$ cat config.mk
export PLATFORM = sky130hd
export DESIGN_NAME = core_mc
export DESIGN_NICKNAME = d
export VERILOG_FILES = /design/src/rtl/core_mc.sv
export SDC_FILE = /design/constraint.sdc
export NUM_CORES = 2
export LEC_CHECK = 0
export CELL_PAD_IN_SITES_DETAIL_PLACEMENT = 1
export CELL_PAD_IN_SITES_GLOBAL_PLACEMENT = 2
export CORE_MARGIN = 2
export CORE_UTILIZATION = 40
export DETAILED_ROUTE_END_ITERATION = 10
export HOLD_SLACK_MARGIN = 0.1
export PLACE_DENSITY_LB_ADDON = 0.1
export SKIP_CTS_REPAIR_TIMING = 1
export SLEW_MARGIN = 10
export SYNTH_ARGS = -nofsm -noshare
export SYNTH_HDL_FRONTEND = slang
export SYNTH_SLANG_ARGS = --single-unit
export TNS_END_PERCENT = 10
$ cat constraint.sdc
create_clock -name clk -period 3.55 [get_ports clk]
set_input_delay 0.71 -clock clk [delete_from_list [all_inputs] [get_ports clk]]
set_output_delay 0.71 -clock clk [all_outputs]
set_load 0.005 [all_outputs]
$ cat src/rtl/core_mc.sv
// Multi-cycle MIPS-subset core with req/ack instruction and data ports and a memory-mapped stdout register.
// Optional macro CORE_MC_ILLEGAL_TRAP_EN: undefined encodings halt the core instead of executing as NOPs.
module core_mc #(
   parameter logic [31:0] RESET_PC    = 32'h0000_0000,
   parameter logic [31:0] STDOUT_ADDR = 32'hFFFF_FFFC,
   parameter int          NREGS       = 32
) (
   input  logic        clk,
   input  logic        reset,
   output logic        imem_req,
   output logic [31:0] imem_addr,
   input  logic        imem_ack,
   input  logic [31:0] imem_rdata,
   output logic        dmem_req,
   output logic        dmem_we,
   output logic [31:0] dmem_addr,
   output logic [31:0] dmem_wdata,
   input  logic        dmem_ack,
   input  logic [31:0] dmem_rdata,
   output logic [31:0] pc,
   output logic [31:0] stdout,
   output logic        stdout_valid,
   output logic        halted,
   output logic [2:0]  dbg_state
);

   localparam int RW = (NREGS > 1) ? $clog2(NREGS) : 1;

   localparam logic [5:0] OP_R    = 6'h00;
   localparam logic [5:0] OP_J    = 6'h02;
   localparam logic [5:0] OP_BEQ  = 6'h04;
   localparam logic [5:0] OP_BNE  = 6'h05;
   localparam logic [5:0] OP_ADDI = 6'h08;
   localparam logic [5:0] OP_LW   = 6'h23;
   localparam logic [5:0] OP_SW   = 6'h2B;
   localparam logic [5:0] OP_HALT = 6'h3F;

   localparam logic [5:0] FN_ADD = 6'h20;
   localparam logic [5:0] FN_SUB = 6'h22;
   localparam logic [5:0] FN_AND = 6'h24;
   localparam logic [5:0] FN_OR  = 6'h25;
   localparam logic [5:0] FN_SLT = 6'h2A;

   typedef enum logic [2:0] {
      FETCH  = 3'd0,
      DECODE = 3'd1,
      EXEC   = 3'd2,
      MEM    = 3'd3,
      WB     = 3'd4,
      HALT   = 3'd5
   } state_t;

   state_t state, state_next;

   logic [31:0] ir, a, b, target, res, addr_q;
   logic [31:0] regs [NREGS];

   logic [5:0]    op, funct;
   logic [RW-1:0] rs, rt, rd, dest;
   logic [31:0]   imm_sext, jump_target, alu_out;
   logic          funct_ok, is_alu, is_lw, is_sw, is_br, is_j, is_halt, taken, stdout_hit;
   logic          unused_bits;

   assign op          = ir[31:26];
   assign funct       = ir[5:0];
   assign rs          = ir[21 +: RW];
   assign rt          = ir[16 +: RW];
   assign rd          = ir[11 +: RW];
   assign imm_sext    = {{16{ir[15]}}, ir[15:0]};
   assign jump_target = {pc[31:28], ir[25:0], 2'b00};
   assign dest        = (op == OP_R) ? rd : rt;
   assign unused_bits = ^{ir[10:6], addr_q[1:0]};

   always_comb begin
      funct_ok = 1'b0;
      case (funct)
         FN_ADD, FN_SUB, FN_AND, FN_OR, FN_SLT: funct_ok = 1'b1;
         default:                               funct_ok = 1'b0;
      endcase
   end

   assign is_alu     = ((op == OP_R) && funct_ok) || (op == OP_ADDI);
   assign is_lw      = (op == OP_LW);
   assign is_sw      = (op == OP_SW);
   assign is_br      = (op == OP_BEQ) || (op == OP_BNE);
   assign is_j       = (op == OP_J);
   assign is_halt    = (op == OP_HALT);
   assign taken      = ((op == OP_BEQ) && (a == b)) || ((op == OP_BNE) && (a != b));
   // Stores to the stdout word never reach the data port.
   assign stdout_hit = is_sw && ({addr_q[31:2], 2'b00} == STDOUT_ADDR);

   always_comb begin
      alu_out = a + imm_sext;
      if (op == OP_R) begin
         case (funct)
            FN_ADD:  alu_out = a + b;
            FN_SUB:  alu_out = a - b;
            FN_AND:  alu_out = a & b;
            FN_OR:   alu_out = a | b;
            FN_SLT:  alu_out = {31'd0, $signed(a) < $signed(b)};
            default: alu_out = '0;
         endcase
      end
   end

   always_ff @(posedge clk or negedge reset) begin
      if (!reset) state <= FETCH;
      else        state <= state_next;
   end

   // Handshakes: a request stays high with its address/data stable until the
   // cycle its ack is seen; an ack while the request is low is ignored.
   always_comb begin
      state_next = state;
      imem_req   = 1'b0;
      dmem_req   = 1'b0;
      case (state)
         FETCH: begin
            imem_req = reset;
            if (reset && imem_ack) state_next = DECODE;
         end
         DECODE: state_next = EXEC;
         EXEC: begin
            if (is_alu)              state_next = WB;
            else if (is_lw || is_sw) state_next = MEM;
            else if (is_br || is_j)  state_next = FETCH;
            else if (is_halt)        state_next = HALT;
            else begin
`ifdef CORE_MC_ILLEGAL_TRAP_EN
               state_next = HALT;
`else
               state_next = FETCH;
`endif
            end
         end
         MEM: begin
            if (stdout_hit) state_next = FETCH;
            else begin
               dmem_req = 1'b1;
               if (dmem_ack) begin
                  if (is_lw) state_next = WB;
                  else       state_next = FETCH;
               end
            end
         end
         WB:      state_next = FETCH;
         HALT:    state_next = HALT;
         default: state_next = FETCH;
      endcase
   end

   always_ff @(posedge clk or negedge reset) begin
      if (!reset) begin
         pc           <= RESET_PC;
         ir           <= '0;
         a            <= '0;
         b            <= '0;
         target       <= '0;
         res          <= '0;
         addr_q       <= '0;
         stdout       <= '0;
         stdout_valid <= 1'b0;
         for (int i = 0; i < NREGS; i++) regs[i] <= '0;
      end else begin
         stdout_valid <= 1'b0;
         case (state)
            FETCH: begin
               if (imem_ack) begin
                  ir <= imem_rdata;
                  pc <= pc + 32'd4;
               end
            end
            DECODE: begin
               a      <= regs[rs];
               b      <= regs[rt];
               target <= pc + {imm_sext[29:0], 2'b00};
            end
            EXEC: begin
               res    <= alu_out;
               addr_q <= a + imm_sext;
               if (is_j)       pc <= jump_target;
               else if (taken) pc <= target;
            end
            MEM: begin
               if (stdout_hit) begin
                  stdout       <= b;
                  stdout_valid <= 1'b1;
               end else if (dmem_ack && is_lw) begin
                  res <= dmem_rdata;
               end
            end
            WB: begin
               if (dest != '0) regs[dest] <= res;
            end
            default: ;
         endcase
      end
   end

   assign imem_addr  = pc;
   assign dmem_we    = dmem_req && is_sw;
   assign dmem_addr  = {addr_q[31:2], 2'b00};
   assign dmem_wdata = b;
   assign halted     = (state == HALT);
   assign dbg_state  = state;

endmodule
After elaboration in Yosys (flattened, before gate mapping)
Index checks and enable logic that the tools add are counted.

cells by class
  reductions and logical operators = 26
  multiplexer cells = 34
  order comparisons = 5
  add/subtract/negate cells = 5
  equality and inequality tests = 28
  bitwise logic cells = 5

operators by type and width
  operator                                                                number
  1024-bit bitwise mux                                                    1
  32-bit 2-to-1 mux                                                       11
  32-bit binary-select mux with 5-bit select                              2
  32-bit demux with 5-bit select                                          1
  32-bit case mux with 5 select lines                                     1
  32-bit case mux with 2 select lines                                     2
  32-bit adder                                                            3
  6-bit equality test (second input constant)                             8
  32-bit by 3-bit adder with 32-bit output (second input constant)        1
  32-bit AND                                                              1
  32-bit equality test                                                    1
  32-bit < comparator                                                     1
  32-bit inequality test                                                  1
  32-bit OR                                                               1
  32-bit subtractor                                                       1
  30-bit equality test (second input constant)                            1
  3-bit 2-to-1 mux                                                        8
  6-bit >= comparator (second input constant)                             3
  5-bit NOT with 6-bit output                                             3
  3-bit case mux with 5 select lines                                      1
  6-bit by 3-bit equality test with 1-bit output (second input constant)  2
  2-bit inequality test (second input constant)                           6
  1-bit logical AND                                                       8
  2-bit AND reduction                                                     4
  17 further kinds                                                        31

word-level totals
  flip-flop bits (word level) = 1284
  input port bits = 68

Depth between registers and ports, before layout
  depth in word-level cells = 8
  mapped depth = 15

Worst setup path after synthesis
No wires, ideal clock.

  kind = reg-to-reg
  from = register ir[1]
  to = register addr_q[24]
  setup slack = 0.000 ns
  arrival = 3.425 ns
  buffers on the path = 3
  stages on the path, launching flop included = 15
  period minus slack after synthesis = 3.550 ns
  setup time = 0.125 ns
  cells stage by stage = dfrtp_1 > clkbuf_1 > inv_1 > clkbuf_1 > clkbuf_1 > fa_1 > nor2b_1 > o31a_1 > o21ai_1 > o21ai_1 > a221o_1 > a2111oi_0 > nor3_1 > xor2_1 > mux2_2

on the way
  cells in the longest elaborated chain, start to end = 1

RTL lines
  what                    line  text
  from (decl)             55    logic [31:0] ir, a, b, target, res, addr_q;
  from (signal assigned)  169   ir <= imem_rdata;
  32-bit adder            180   addr_q <= a + imm_sext;
  to (signal assigned)    180
  to (decl)               55

No other way between the ends.
A chain may end at the register's enable or synchronous reset.

Worst setup path in the final report
  from = register a[0]
  to = register res[30]

on the way
  cells in the longest elaborated chain, start to end = 4

RTL lines
  what                                                      line    text
  from (decl)                                               55
  from (signal assigned)                                    174     a <= regs[rs];
  32-bit subtractor / 32-bit adder (equally long branches)  97, 96
  32-bit case mux with 5 select lines                       95      case (funct)
  32-bit 2-to-1 mux *                                       94      if (op == OP_R) begin
  32-bit case mux with 2 select lines *                     166     case (state)
  to (signal assigned)                                      179     res <= alu_out;
  to (signal assigned)                                      189     res <= dmem_rdata;
  to (decl)                                                 55

Mark *: on every way between the ends. The rest lies on a longest branch, timed or not.

==> impl_metrics.tcl <==
set metrics [dict create \
    antenna_found_initial 19 \
    worst_pin_slew_ns 1.29 \
    clkSlewWorstSetupHoldPaths_ns 0.06 \
    worstSkewPairLatency_ns 0.84 \
    initial_core_util_pct 40.3 \
    die-area_um2 185000 \
    die_width_um 430 \
    post_drt_wl_per_cell_um 31.1 \
    grt_pass1_wl_um 381000 \
    dpl.hpwl_um 173000 \
    io_pins 236 \
    final_hold_viol_count 0 \
    fp-row-count 156 \
    cts_tree "built" \
    first_pass_iters 5 \
    ys_ff_latch 1282 \
    slew-limit-headroom_pct 14.2 \
    syn2layout_area_growth_pct 18.5 \
    min_period_ns 3.48 \
    fin_area_um2 86200 \
    grt_max_degree 148 \
    hold_ws_ns 0.390 \
    cp.required_ns 4.25 \
    grt_overflow_total 0 \
    power_density_nw_per_um2 371 \
    viasPerCell 6.03 \
    power_mw 32.0 \
    via_count 50100 \
    io_buffers 233 \
    worstPathMaxFanout 4 \
    ant_nets 0 \
    rsz0062_at_grt "true" \
    max-cap-violations 0 \
    synth_seq_area_share_pct 44.1 \
    fp.dieH_um 430 \
    critPathArrivalTime_ns 4.17 \
    final_nets 6042 \
    clock.fmax_ghz 0.288 \
    layout-drive-gt1-share_pct 41.8 \
    post-route-period-util_pct 97.9 \
    synth_area_leader_cell "dfrtp_1" \
    async_flop_share_pct 100 \
    end_kind "flip-flop" \
    finalSetupViolCount 0 \
    ys_warn_count 0 \
    ys_types 86 \
    skew_ns 0.0445 \
    synth-edff-count 0 \
    synth.top_cells.by_count "dfrtp_1 (1282), mux2_2 (1020), mux4_2 (640)" \
    syn_inst 5483 \
    avgSynthCellArea_um2 13.3 \
    place_area_um2 80600 \
    timing.final.max_slew_violations 0 \
    vdd_ir_drop_max_mv 0.361 \
    yosysMostFrequentCell "dfrtp_1" \
    leakage_nw 38.8 \
    synth_top_area_share_pct 44.1 \
    design.core.area_um2 181000 \
    synth_area_leaders "dfrtp_1 (44%), mux4_2 (20%), mux2_2 (16%), ha_1 (3.0%), o21ai_0 (1.9%)" \
    cp-start-kind "flip-flop" \
    status "finished clean" \
    first_iter_violations 3369 \
    grt_pass1_vias 53000 \
    grt_usage_pct 28.0 \
    synthFlopType "dfrtp_1" \
    finalWirelength_um 258000 \
    clock-sinks 1282 \
    numCtsBuffers 155 \
    syn-cell-area_um2 72800 \
    h-tree-depth 4 \
    hp-class "flip-flop to flip-flop" \
    cts_root_buf "clkbuf_16" \
    cts_max_path_buffers 3 \
    drc 0 \
    place_congestion 0.874 \
    worstSetupPathType "flip-flop to flip-flop" \
]
==> logic make-up after synthesis <==
logic type / synth area share [%]
muxes: 36.7
other: 0.00515
adders and majority gates: 3.07
xor gates and xnor gates: 0.999
AOI/OAI and AO/OA: 6.58
buffers and inverters: 3.75
and+or+nand+nor: 4.84
DFF: 44.1
==> where the power goes <==
part           leakage [nW]  switching, mW  internal, mW
clock                  2.68           6.96          9.97
combinational          18.4          0.345        0.0982
sequential             17.7       0.000322          14.6
==> state kept, by name, summed over array words and instances, names as in the netlist <==
name	count
addr_q	30
imem_addr	32
regs	1024
ir	32
target	32
stdout_valid	1
dbg_state	3
res	32
dmem_wdata	32
a	32
stdout	32
==> cell type report <==
| type | instances | area (um2) |
|---|---|---|
| antenna | 5 | 12.5 |
| clock buffer | 226 | 4570 |
| fill | 18000 | 94600 |
| tap | 2370 | 2970 |
| timing repair buffer | 687 | 6930 |
| clock inverter | 61 | 848 |
| sequential | 1282 | 32100 |
| inverter | 124 | 470 |
| multi-input combinational | 3548 | 38300 |
==> metrics by stage <==
step / setup WS [ns] / util, % / setup TNS, ns / instances
after global routing: -0.0807 / 47.7 / -0.0807 / 8298
after floorplan: 0.130 / - / 0 / 5484
after CTS: -0.287 / 47.6 / -0.401 / 8294
final: 0.0735 / 47.7 / 0 / 8303
after detailed placement: 0.0160 / 44.6 / 0 / 8007
after global placement: 0.0544 / 44.6 / 0 / 8007
==> path summary, 6_finish.rpt <==
check | endpoint | depth (start not counted) | slack [ns] | from
setup reg to reg | res[30] | 13 | 0.07 | a[0]
max in group asynchronous | regs[752] | 4 | 1.55 | reset
hold reg to reg | regs[1012] | 0 | 0.39 | regs[1012]
hold / removal | regs[1012] | 0 | 0.39 | regs[1012]
setup / recovery | res[30] | 13 | 0.07 | a[0]
min in group asynchronous | imem_addr[30] | 2 | 0.44 | reset
==> critical path, stage by stage (launching register included) <==
cell and delay, ns:
dfrtp_1 0.43, ha_1 0.25, fa_1 0.42, a211oi_1 0.34, o21ai_1 0.18, nand4_1 0.20, a21boi_2 0.13, a21o_1 0.25
a31oi_1 0.36, o41ai_1 0.16, buf_4 0.15, xnor2_1 0.12, a221oi_1 0.24, a31oi_1 0.12
==> cells in the final DEF (no fill, tap or decap), drive strengths merged, types with 27 or more instances in the layout <==
cell type,netlist,routed
o211ai,29,29
buf,219,454
a31oi,36,36
mux4,640,640
nand3,47,47
nor3,44,44
mux2i,75,75
o21ai,278,278
a211oi,27,27
clkdlybuf4s50,0,231
clkinv,0,38
nand2,353,353
a21oi,199,199
inv,124,132
a21o,41,41
dfrtp,1282,1282
mux2,1023,1023
xnor2,55,55
xor2,28,28
nor2,162,162
ha,172,172
clkbuf,311,226
==> layer usage <==
metal / up-vias / track usage [%] / part of all wire [%] / routed length [um]
met2: 1207 / 45.8 / 48 / 124000
met5: - / 0 / 0 / 0
li1: 21300 / - / - / -
met3: 315 / 3.52 / 4.5 / 11500
met1: 27300 / 39.8 / 45 / 117000
met4: 0 / 6.70 / 2.3 / 5910
Note: power is estimated with default switching activity, not from simulation.
